**src/rtl/ext_irq_ctrl_if.sv**
```systemverilog
// Register-port bundle between the processor's bus bridge and the external interrupt controller.
// The master drives single-cycle read/write strobes; the slave returns registered read data.
interface ext_irq_ctrl_if #(
    parameter int unsigned ADDR_W = 3
) ();
    logic [ADDR_W-1:0] reg_addr;
    logic [31:0]       reg_wdata;
    logic              reg_we;
    logic              reg_re;
    logic [31:0]       reg_rdata;

    modport master (
        output reg_addr,
        output reg_wdata,
        output reg_we,
        output reg_re,
        input  reg_rdata
    );

    modport slave (
        input  reg_addr,
        input  reg_wdata,
        input  reg_we,
        input  reg_re,
        output reg_rdata
    );
endinterface

```
**src/rtl/ext_irq_ctrl.sv**
```systemverilog
// External interrupt controller: latches rising edges into pending bits, masks them with ENABLE,
// and drives the core's EXT line through an assert / claim / complete handshake.
module ext_irq_ctrl #(
    parameter int unsigned NUM_SRC = 8,
    parameter int unsigned ADDR_W  = 3
) (
    input  logic               clk,
    input  logic               rst,
    input  logic [NUM_SRC-1:0] irq_src,
    ext_irq_ctrl_if.slave      bus,
    output logic               ext
);
    typedef enum logic [1:0] {StIdle, StAssert, StInService} state_e;

    localparam logic [ADDR_W-1:0] AddrPending  = ADDR_W'(0);
    localparam logic [ADDR_W-1:0] AddrEnable   = ADDR_W'(1);
    localparam logic [ADDR_W-1:0] AddrClaim    = ADDR_W'(2);
    localparam logic [ADDR_W-1:0] AddrComplete = ADDR_W'(3);
    localparam logic [ADDR_W-1:0] AddrStatus   = ADDR_W'(4);

    state_e             state_q, state_d;
    logic [NUM_SRC-1:0] prev_q, pend_q, pend_d, en_q, en_d;
    logic [4:0]         id_q, id_d;
    logic [31:0]        rdata_q, rdata_d;
    logic               ext_q;

    logic [NUM_SRC-1:0] rise, active, sel_oh;
    logic [4:0]         sel_id;
    logic               req, claim, complete, w1c, en_wr;
    logic               unused_wdata;

    assign rise         = irq_src & ~prev_q;
    assign active       = pend_q & en_q;
    assign req          = |active;
    assign unused_wdata = ^bus.reg_wdata;

    // Lowest index wins: scan downwards so the last hit is the smallest.
    always_comb begin
        sel_id = '0;
        sel_oh = '0;
        for (int i = int'(NUM_SRC) - 1; i >= 0; i--) begin
            if (active[i]) begin
                sel_id    = 5'(i);
                sel_oh    = '0;
                sel_oh[i] = 1'b1;
            end
        end
    end

    assign claim    = bus.reg_re && (bus.reg_addr == AddrClaim) && (state_q == StAssert) && req;
    assign complete = bus.reg_we && (bus.reg_addr == AddrComplete) && (state_q == StInService);
    assign w1c      = bus.reg_we && (bus.reg_addr == AddrPending);
    assign en_wr    = bus.reg_we && (bus.reg_addr == AddrEnable);

    always_comb begin
        pend_d = pend_q;
        if (claim) pend_d = pend_d & ~sel_oh;
        if (w1c)   pend_d = pend_d & ~bus.reg_wdata[NUM_SRC-1:0];
        // A fresh edge beats any clear in the same cycle.
        pend_d = pend_d | rise;
        en_d   = en_wr ? bus.reg_wdata[NUM_SRC-1:0] : en_q;
        id_d   = claim ? sel_id : id_q;
    end

    always_comb begin
        state_d = state_q;
        unique case (state_q)
            StIdle:      if (req) state_d = StAssert;
            StAssert: begin
                if (claim)     state_d = StInService;
                else if (!req) state_d = StIdle;
            end
            StInService: if (complete) state_d = StIdle;
            default:     state_d = StIdle;
        endcase
    end

    // Reads see pre-write register values; rdata holds between reads.
    always_comb begin
        rdata_d = rdata_q;
        if (bus.reg_re) begin
            rdata_d = '0;
            case (bus.reg_addr)
                AddrPending: rdata_d[NUM_SRC-1:0] = pend_q;
                AddrEnable:  rdata_d[NUM_SRC-1:0] = en_q;
                AddrClaim:   if (claim) rdata_d = 32'(sel_id) + 32'd1;
                AddrStatus:  rdata_d[5:0] = {id_q, state_q == StInService};
                default:     rdata_d = '0;
            endcase
        end
    end

    always_ff @(posedge clk) begin
        if (rst) begin
            state_q <= StIdle;
            prev_q  <= '0;
            pend_q  <= '0;
            en_q    <= '0;
            id_q    <= '0;
            rdata_q <= '0;
            ext_q   <= 1'b0;
        end else begin
            state_q <= state_d;
            prev_q  <= irq_src;
            pend_q  <= pend_d;
            en_q    <= en_d;
            id_q    <= id_d;
            rdata_q <= rdata_d;
            ext_q   <= (state_d == StAssert);
        end
    end

    assign ext           = ext_q;
    assign bus.reg_rdata = rdata_q;
endmodule
```
**src/flat_wrapper.sv**
```systemverilog
// flat-port wrapper written by rule: the top's interface ports become plain ports
module ext_irq_ctrl_flat 
#(
    parameter int unsigned NUM_SRC = 8,
    parameter int unsigned ADDR_W  = 3
)
  (clk, rst, irq_src, ext, bus_reg_addr, bus_reg_wdata, bus_reg_we, bus_reg_re, bus_reg_rdata);
  ext_irq_ctrl_if #(.ADDR_W(ADDR_W)) bus_i ();
  input  logic clk;
  input  logic rst;
  input  logic [NUM_SRC-1:0] irq_src;
  output logic ext;
  input wire logic [$bits(bus_i.reg_addr)-1:0] bus_reg_addr;
  input wire logic [$bits(bus_i.reg_wdata)-1:0] bus_reg_wdata;
  input wire logic [$bits(bus_i.reg_we)-1:0] bus_reg_we;
  input wire logic [$bits(bus_i.reg_re)-1:0] bus_reg_re;
  output wire logic [$bits(bus_i.reg_rdata)-1:0] bus_reg_rdata;
  assign bus_i.reg_addr = bus_reg_addr;
  assign bus_i.reg_wdata = bus_reg_wdata;
  assign bus_i.reg_we = bus_reg_we;
  assign bus_i.reg_re = bus_reg_re;
  assign bus_reg_rdata = bus_i.reg_rdata;
  ext_irq_ctrl #(.NUM_SRC(NUM_SRC), .ADDR_W(ADDR_W)) u_core (.clk(clk), .rst(rst), .irq_src(irq_src), .bus(bus_i), .ext(ext));
endmodule
```
**config.mk**
```make
export PLATFORM = sky130hd
export DESIGN_NAME = ext_irq_ctrl_flat
export DESIGN_NICKNAME = d
export VERILOG_FILES = /design/src/rtl/ext_irq_ctrl_if.sv /design/src/rtl/ext_irq_ctrl.sv /design/src/flat_wrapper.sv
export SDC_FILE = /design/constraint.sdc
export NUM_CORES = 1
export LEC_CHECK = 0
export ABC_AREA = 1
export CAP_MARGIN = 20
export CORE_ASPECT_RATIO = 1.75
export CORE_UTILIZATION = 47
export CTS_BUF_LIST = sky130_fd_sc_hd__clkbuf_4 sky130_fd_sc_hd__clkbuf_8
export DETAILED_ROUTE_END_ITERATION = 7
export PLACE_DENSITY = 0.88
export SLEW_MARGIN = 20
export SYNTH_ARGS = -nofsm -noshare
export SYNTH_HDL_FRONTEND = slang
export SYNTH_SLANG_ARGS = --single-unit
```
**constraint.sdc**
```tcl
create_clock -name clk -period 2.8 [get_ports clk]
set_clock_uncertainty 0.2 [all_clocks]
set_input_delay 0.56 -clock clk [delete_from_list [all_inputs] [get_ports clk]]
set_output_delay 0.56 -clock clk [all_outputs]
set_load 0.05 [all_outputs]
```
### Word level (Yosys, flattened, before mapping)

Index checks and enable logic that the tools add are counted.

* add/sub/neg operators: 1
* equality and inequality tests: 7
* muxes and demuxes: 27
* bitwise logic cells: 8
* reduce and logical (&&, ||, !) cells: 10

Operators by type and width (number)
* 8-bit two-way mux: 10
* 8-bit AND: 4
* 32-bit two-way mux: 1
* 24-bit two-way mux: 1
* 3-bit two-way mux: 8
* 8-bit NOT: 3
* 6-bit case mux with 4 select lines: 1
* 2-bit case mux with 3 select lines: 2
* 2-bit two-way mux: 4
* 8-bit OR: 1
* 8-bit OR reduction: 1
* 1-bit logical AND: 7
* 3-bit by 2-bit == test with 1-bit output (second input constant): 2
* 3-bit by 1-bit adder with 4-bit output (second input constant): 1
* 2-bit by 1-bit == test with 1-bit output (second input constant): 2
* 3-bit by 1-bit == test with 1-bit output (second input constant): 1
* 3-bit == test (second input constant): 1
* 3-bit zero test: 1
* 2-bit == test (second input constant): 1
* 2-bit zero test: 1

* register bits after elaboration: 64
* input bits: 47
* word-level logic and storage cells: 60

### Longest topological paths before layout

* depth after elaboration: 15
* depth in mapped cells: 13
* mapped depth without buffers: 13

### Least setup slack after synthesis

OpenSTA, ideal clock, no wires.

* path kind: input to register
* start: input port bus_reg_addr[2]
* end: register u_core.rdata_q[2], in the netlist u_core.bus.reg_rdata[2]
* library setup time: 67 ps
* data arrival time: 1475 ps
* setup slack: 1057 ps
* stages on the path: 9
* buffers on the path: 0
* cell sequence: inv_1 > nand2_1 > nor3_4 > nand2_4 > nor2_8 > inv_2 > o21ai_2 > nand2_1 > a21oi_2

* longest elaborated chain between the ends: 6
* elaborated cells between the ends (all ways): 9
* classes of those cells: eq/ne: 3; mux: 2; reduce/logical: 4

RTL lines
* from (decl): line flat_wrapper.sv:13 `input wire logic [$bits(bus_i.reg_addr)-1:0] bus_reg_addr;`
* 3-bit by 2-bit == test with 1-bit output: line ext_irq_ctrl.sv:50, ext_irq_ctrl.sv:83
* 1-bit logical AND (3 in a row): line ext_irq_ctrl.sv:50 `assign claim = bus.reg_re && (bus.reg_addr == AddrClaim) && (state_q == StAssert) && req;`
* 32-bit two-way mux: line ext_irq_ctrl.sv:86 `AddrClaim: if (claim) rdata_d = 32'(sel_id) + 32'd1;`
* 6-bit case mux with 4 select lines *: line ext_irq_ctrl.sv:83 `case (bus.reg_addr)`
* to (signal assigned): line ext_irq_ctrl.sv:108 `rdata_q <= rdata_d;`
* to (decl): line ext_irq_ctrl.sv:24 `logic [31:0] rdata_q, rdata_d;`

Mark *: on every way between the ends. The rest lies on a longest branch, timed or not.
A chain may end at the register's enable or synchronous reset.

### Worst setup path in the final report

* start: register u_core.rdata_q[1], in the netlist u_core.bus.reg_rdata[1]
* end: output port bus_reg_rdata[1]

RTL lines
* to (decl): line flat_wrapper.sv:17 `output wire logic [$bits(bus_i.reg_rdata)-1:0] bus_reg_rdata;`

No word-level cell between the ends.

==> metrics.md <==
| Metric | Value |
|---|---|
| Total CTS buffers | `5` |
| Routed WL | `4.09 mm` |
| WS Path Type | `reg -> out` |
| IO buf count | `31` |
| WL per Instance | `11.9 um` |
| Residual DRC | `0` |
| H-tree lvl count | `2` |
| WP buf/inv | `1` |
| Final min period | `2.18 ns` |
| DR vias/cell | `4.99` |
| Rows | `30` |
| Crit path capture | `bus_reg_rdata[1]` |
| Vias in the first global route | `1587` |
| Register bit total from synthesis | `38` |
| Critical path's top delay family | `buffers and inverters` |
| Commonest non-fill, non-tap cell in the layout | `nand2_1` |
| Max VDD drop | `0.445 mV` |
| RSZ-0062 raised after global routing | `no` |
| Static leakage | `1.04 nW` |
| FILL cells | `382` |
| Clock Sinks | `38` |
| Status | `complete, no violations` |
| Final Util | `58.3%` |
| Synth Cell Area | `0.00189 mm^2` |
| Power Dens Cells | `509 mW/mm^2` |
| Hpwl dp | `3.18 mm` |
| Postcts setup bufs | `0` |
| Drt initial violations | `48` |
| Final setup TNS | `0 ns` |
| Max Root-Sink Buffers | `2` |
| R2R Setup Slk | `0.90 ns` |
| Yosys top cell by area | `dfxtp_1` |
| Drt pass-1 iters | `4` |
| Post-synth cell types | `31` |
| CP max-delay cell | `clkdlybuf4s50_1` |
| Post-Synthesis Cells | `260` |
| Total core area | `0.00387 mm^2` |
| Syn_area_per_cell | `7.26 um^2` |
| Final Max Slew Viols | `0` |
| CTS-repair resized insts | `0` |
| Setup crit start kind | `flop` |
| Area of the multi-input gates | `888 um^2` |
| Number of synthesized flops with an enable pin | `0` |
| Die H | `85.8 um` |
| Global Route Usage Sum | `21.1%` |
| Hold Violations, Final | `0` |
| Hold Crit Start | `u_core.prev_q[4]` |
| Count of max-cap constraint violations | `0` |
| Largest net degree at the start of global routing | `24` |
| Slew Limit Headroom | `63.1%` |
| Hold Crit Class | `reg -> reg` |
| Cells along the critical path | `clkdlybuf4s50_1` |
| Total power | `1.15 mW` |
| Routability Congestion | `0.899` |
| Top_reg_cell synth | `dfxtp_1` |
| Remaining antenna violation count | `0` |
| Ratio of cells with drive above 1 in the final layout | `6.44%` |
| Register area | `761 um^2` |
| Width of the die | `49.9 um` |
| Sequential-to-total area share from yosys stat | `40.3%` |
| Initial antenna violation count | `0` |
| Clk slew on worst S/H paths | `0.07 ns` |
| Number of vias in the routed layout | `1712` |
| WP data arrival | `1.42 ns` |
| Origin of the critical flop-to-flop path | `u_core.en_q[4]` |
| Layout area overhead | `19.6%` |
| Peak Freq | `458 MHz` |
| Final period util | `78.0%` |
| Async SR Flop Fraction | `0%` |
| Final nets | `344` |
| Total gr overflow | `0` |
| CP Launch Point | `u_core.bus.reg_rdata[1]` |
| Worst hold margin | `0.213 ns` |
| CP peak stage delay | `0.80 ns` |
| R2R depth | `12` |
| CTS root buf | `clkbuf_8` |
| First-pass GRT wire length | `6.86 mm` |
| Worst-Margin Slew | `0.553 ns` |
| DIE AREA | `0.00428 mm^2` |
| CTS tree | `yes` |
| CP required | `2.04 ns` |
| Most area-consuming cells after synthesis | `dfxtp_1 (40%), nand2_1 (12%), buf_4 (9.5%)` |
| RR Endpoint | `u_core.bus.reg_rdata[2]` |
| Worst setup EP type | `output port` |
| Most frequent cells in the layout | `nand2_1 (60), dfxtp_1 (38), inv_1 (31), clkdlybuf4s50_1 (31), conb_1 (24)` |
| Crit path depth | `1` |
| Ant. Diodes | `0` |
| CP max FO | `2` |
| Cts hold-fix bufs | `0` |
| # setup viols final | `0` |
| Synth warnings | `0` |
| Post-synth top area share | `40.3%` |
| Clk_lat worst skew | `0.29 ns` |
| I/O pin total | `80` |
| Initial Util | `48.8%` |
[synth_stat cells (all sizes together) (2+ instances only)]
| library cell | n |
|---|---|
| o21ai | 17 |
| o32ai | 3 |
| nand3 | 10 |
| o31ai | 2 |
| o211ai | 2 |
| a31oi | 4 |
| nand2 | 61 |
| buf | 25 |
| dfxtp | 38 |
| a21oi | 18 |
| nor2 | 26 |
| inv | 33 |
| nand4 | 4 |
| a2111oi | 2 |
| nor3 | 4 |
| o22ai | 2 |
| clkbuf | 4 |
[state kept, by name (all words and copies together) (netlist names)]
name                  cells
u_core.state_q            2
u_core.en_q               8
u_core.pend_q             8
u_core.ext                1
u_core.id_q               3
u_core.bus.reg_rdata      8
u_core.prev_q             8
[area by class of cell]
class,count,share of cell area [%]
multi-input combinational,183,39.4
sequential,38,33.7
timing repair buffer,35,15.1
inverter,33,5.49
clock buffer,6,3.66
tap,48,2.66
[per-layer routing]
layer	global-route usage, %	routed length (um)	share of wire [%]
met2	41.4	2290	56
met1	20.5	1520	37
met3	3.19	187	4.6
met4	9.87	94	2.3
met5	0	0	0
[through the flow]
stage	setup WS [ns]	instance area [um^2]	instances
after floorplan	1.06	1970	283
after global placement	0.339	2170	337
after detailed placement	0.324	2170	337
after CTS	0.607	2260	343
after global routing	0.524	2260	343
final	0.615	2260	343
[power breakdown]
part	total [mW]	switching (mW)	internal (mW)
sequential	0.582	0.0154	0.566
combinational	0.208	0.148	0.0603
clock	0.358	0.168	0.190
[cells by family (layout without fill, tap and decap cells)]
| group | count (synthesis) | count (layout) | synth area share [%] |
|---|---|---|---|
| DFF | 38 | 38 | 40.3 |
| AOI/OAI and AO/OA | 51 | 51 | 16.0 |
| and+or+nand+nor | 106 | 106 | 25.1 |
| other | 1 | 24 | 0.199 |
| adders and majority gates | 1 | 1 | 0.663 |
| buffers and inverters | 62 | 74 | 17.2 |
| xor gates and xnor gates | 1 | 1 | 0.464 |
[worst min-delay path by stage]
| stage | end | cells after the start | slack (ns) |
|---|---|---|---|
| after floorplan | u_core.pend_q[2] | 1 | 0.20 |
| after global placement | u_core.pend_q[4] | 1 | 0.20 |
| after detailed placement | u_core.pend_q[4] | 1 | 0.21 |
| after CTS | u_core.pend_q[4] | 1 | 0.22 |
| after global routing | u_core.pend_q[4] | 1 | 0.24 |
| final | u_core.pend_q[4] | 1 | 0.21 |
Power figures use the tool's default switching activity.
==> variant (config.mk and constraints unchanged) <==
Reset style: asynchronous (`rst`), changed in one clocked block.
--- a/src/rtl/ext_irq_ctrl.sv
+++ b/src/rtl/ext_irq_ctrl.sv
@@ -90,7 +90,7 @@
         end
     end
 
-    always_ff @(posedge clk) begin
+    always_ff @(posedge clk or posedge rst) begin
         if (rst) begin
             state_q <= StIdle;
             prev_q  <= '0;
Behaviour: differs if rst is asserted again (counterexample within 4 cycles, from zero or initial values and one cycle with rst high); with rst held inactive, the same outputs for 4 cycles.
==> variant against the original RTL <==
Sequential share of layout area rose by 6.4 points. Setup slack got worse by 0.034 ns. Area after synthesis rose by 5.9%. Wire length fell by 1.5%. Final area rose by 5.2%. Sequential cell count did not move. Critical endpoint is now bus_reg_rdata[7]. Largest cell class is now flip-flops and latches.
Power is not compared: it rests on default switching activity, and its combinational part moved more than twofold at a synthesized area within 25%.
==> variant: results (changes against the original RTL) <==
num-nets-final: 327  # was 344
ys_types: 29  # was 31
worstRegToRegCells: 10  # was 12
reg2reg_slack_ns: 0.92  # was 0.90 ns
dr.pass1.iters: 5  # was 4
grt_pass1_vias: 1513  # was 1587
netlist_top_cells_area: "dfrtp_1, nand2_1, buf_4"  # was dfxtp_1, nand2_1, buf_4
place_ws_ns: 0.495  # was 0.324 ns
dr.first_iter.drc_count: 40  # was 48
synth_top_flop_cell: "dfrtp_1"  # was dfxtp_1
synth-xor-area-share: 0  # was 0.00464
finalWorstSetupSlack_ns: 0.581  # was 0.615 ns
synth_common_cells: "nand2_1, dfrtp_1, inv_1, buf_4, o21ai_0"  # was nand2_1, dfxtp_1, inv_1, buf_4, nor2_1
hpwl_um: 3030  # was 3180 um
vias: 1603  # was 1712
crit_end: "bus_reg_rdata[7]"  # was bus_reg_rdata[1]
wl_per_cell_um: 12.2  # was 11.9 um
synthAdderAreaFrac: 0.00626  # was 0.00663
grt_pass1_wl_um: 6600  # was 6860 um
grt_use_total: 0.201  # was 0.211
min_to: "u_core.pend_q[3]$_DFF_PP0_"  # was u_core.pend_q[4]$_SDFF_PP0_
critPathArrivalTime_ns: 1.46  # was 1.42 ns
place_area_um2: 2280  # was 2170 um2
hold_start: "u_core.prev_q[3]$_DFF_PP0_"  # was u_core.prev_q[4]$_SDFF_PP0_
r2r_start: "u_core.en_q[4]$_DFFE_PP0P_"  # was u_core.en_q[4]$_SDFFE_PP0P_
grt_start_max_net_pins: 39  # was 24
crit_start: "u_core.bus.reg_rdata[7]$_DFFE_PP0P_"  # was u_core.bus.reg_rdata[1]$_SDFFE_PP0P_
max-slew-margin-rel: 0.667  # was 0.631
gp_congestion: 0.816  # was 0.899
status: "finished, final reports clean"  # unchanged
post_cts_resized: 0  # unchanged
synth_compound_area_frac: 0.113  # was 0.160
-- variant: layer usage --
layer,vias to the layer above,part of all wire,global-route usage
li1,792,-,-
met1,742,0.38,0.214
met2,57,0.54,0.361
met3,12,0.045,0.0326
met4,0,0.032,0.125
met5,-,0,0
-- variant: final cells by class --
class / count / area [um2]
fillers: 380 / 1740
well taps: 49 / 61.3
inverters: 34 / 130
flip-flops and latches: 38 / 951
repair buffers: 34 / 333
clock buffers: 7 / 90.1
multi-input cells: 166 / 802
clock inverters: 1 / 5.00
-- variant: stage by stage --
stage / cells / hold WS (ns) / utilization
6_report: 329 / 0.233 / 0.577
5_1_grt: 329 / 0.249 / 0.577
4_1_cts: 329 / 0.235 / 0.577
3_5_place_dp: 321 / 0.225 / 0.554
3_3_place_gp: 321 / 0.213 / 0.554
2_1_floorplan: 265 / 0.209 / -
-- variant: where the power goes --
group	switching [W]	internal, W
clock network	0.000183	0.000208
logic	0.000317	0.000147
registers	0.0000549	0.000628
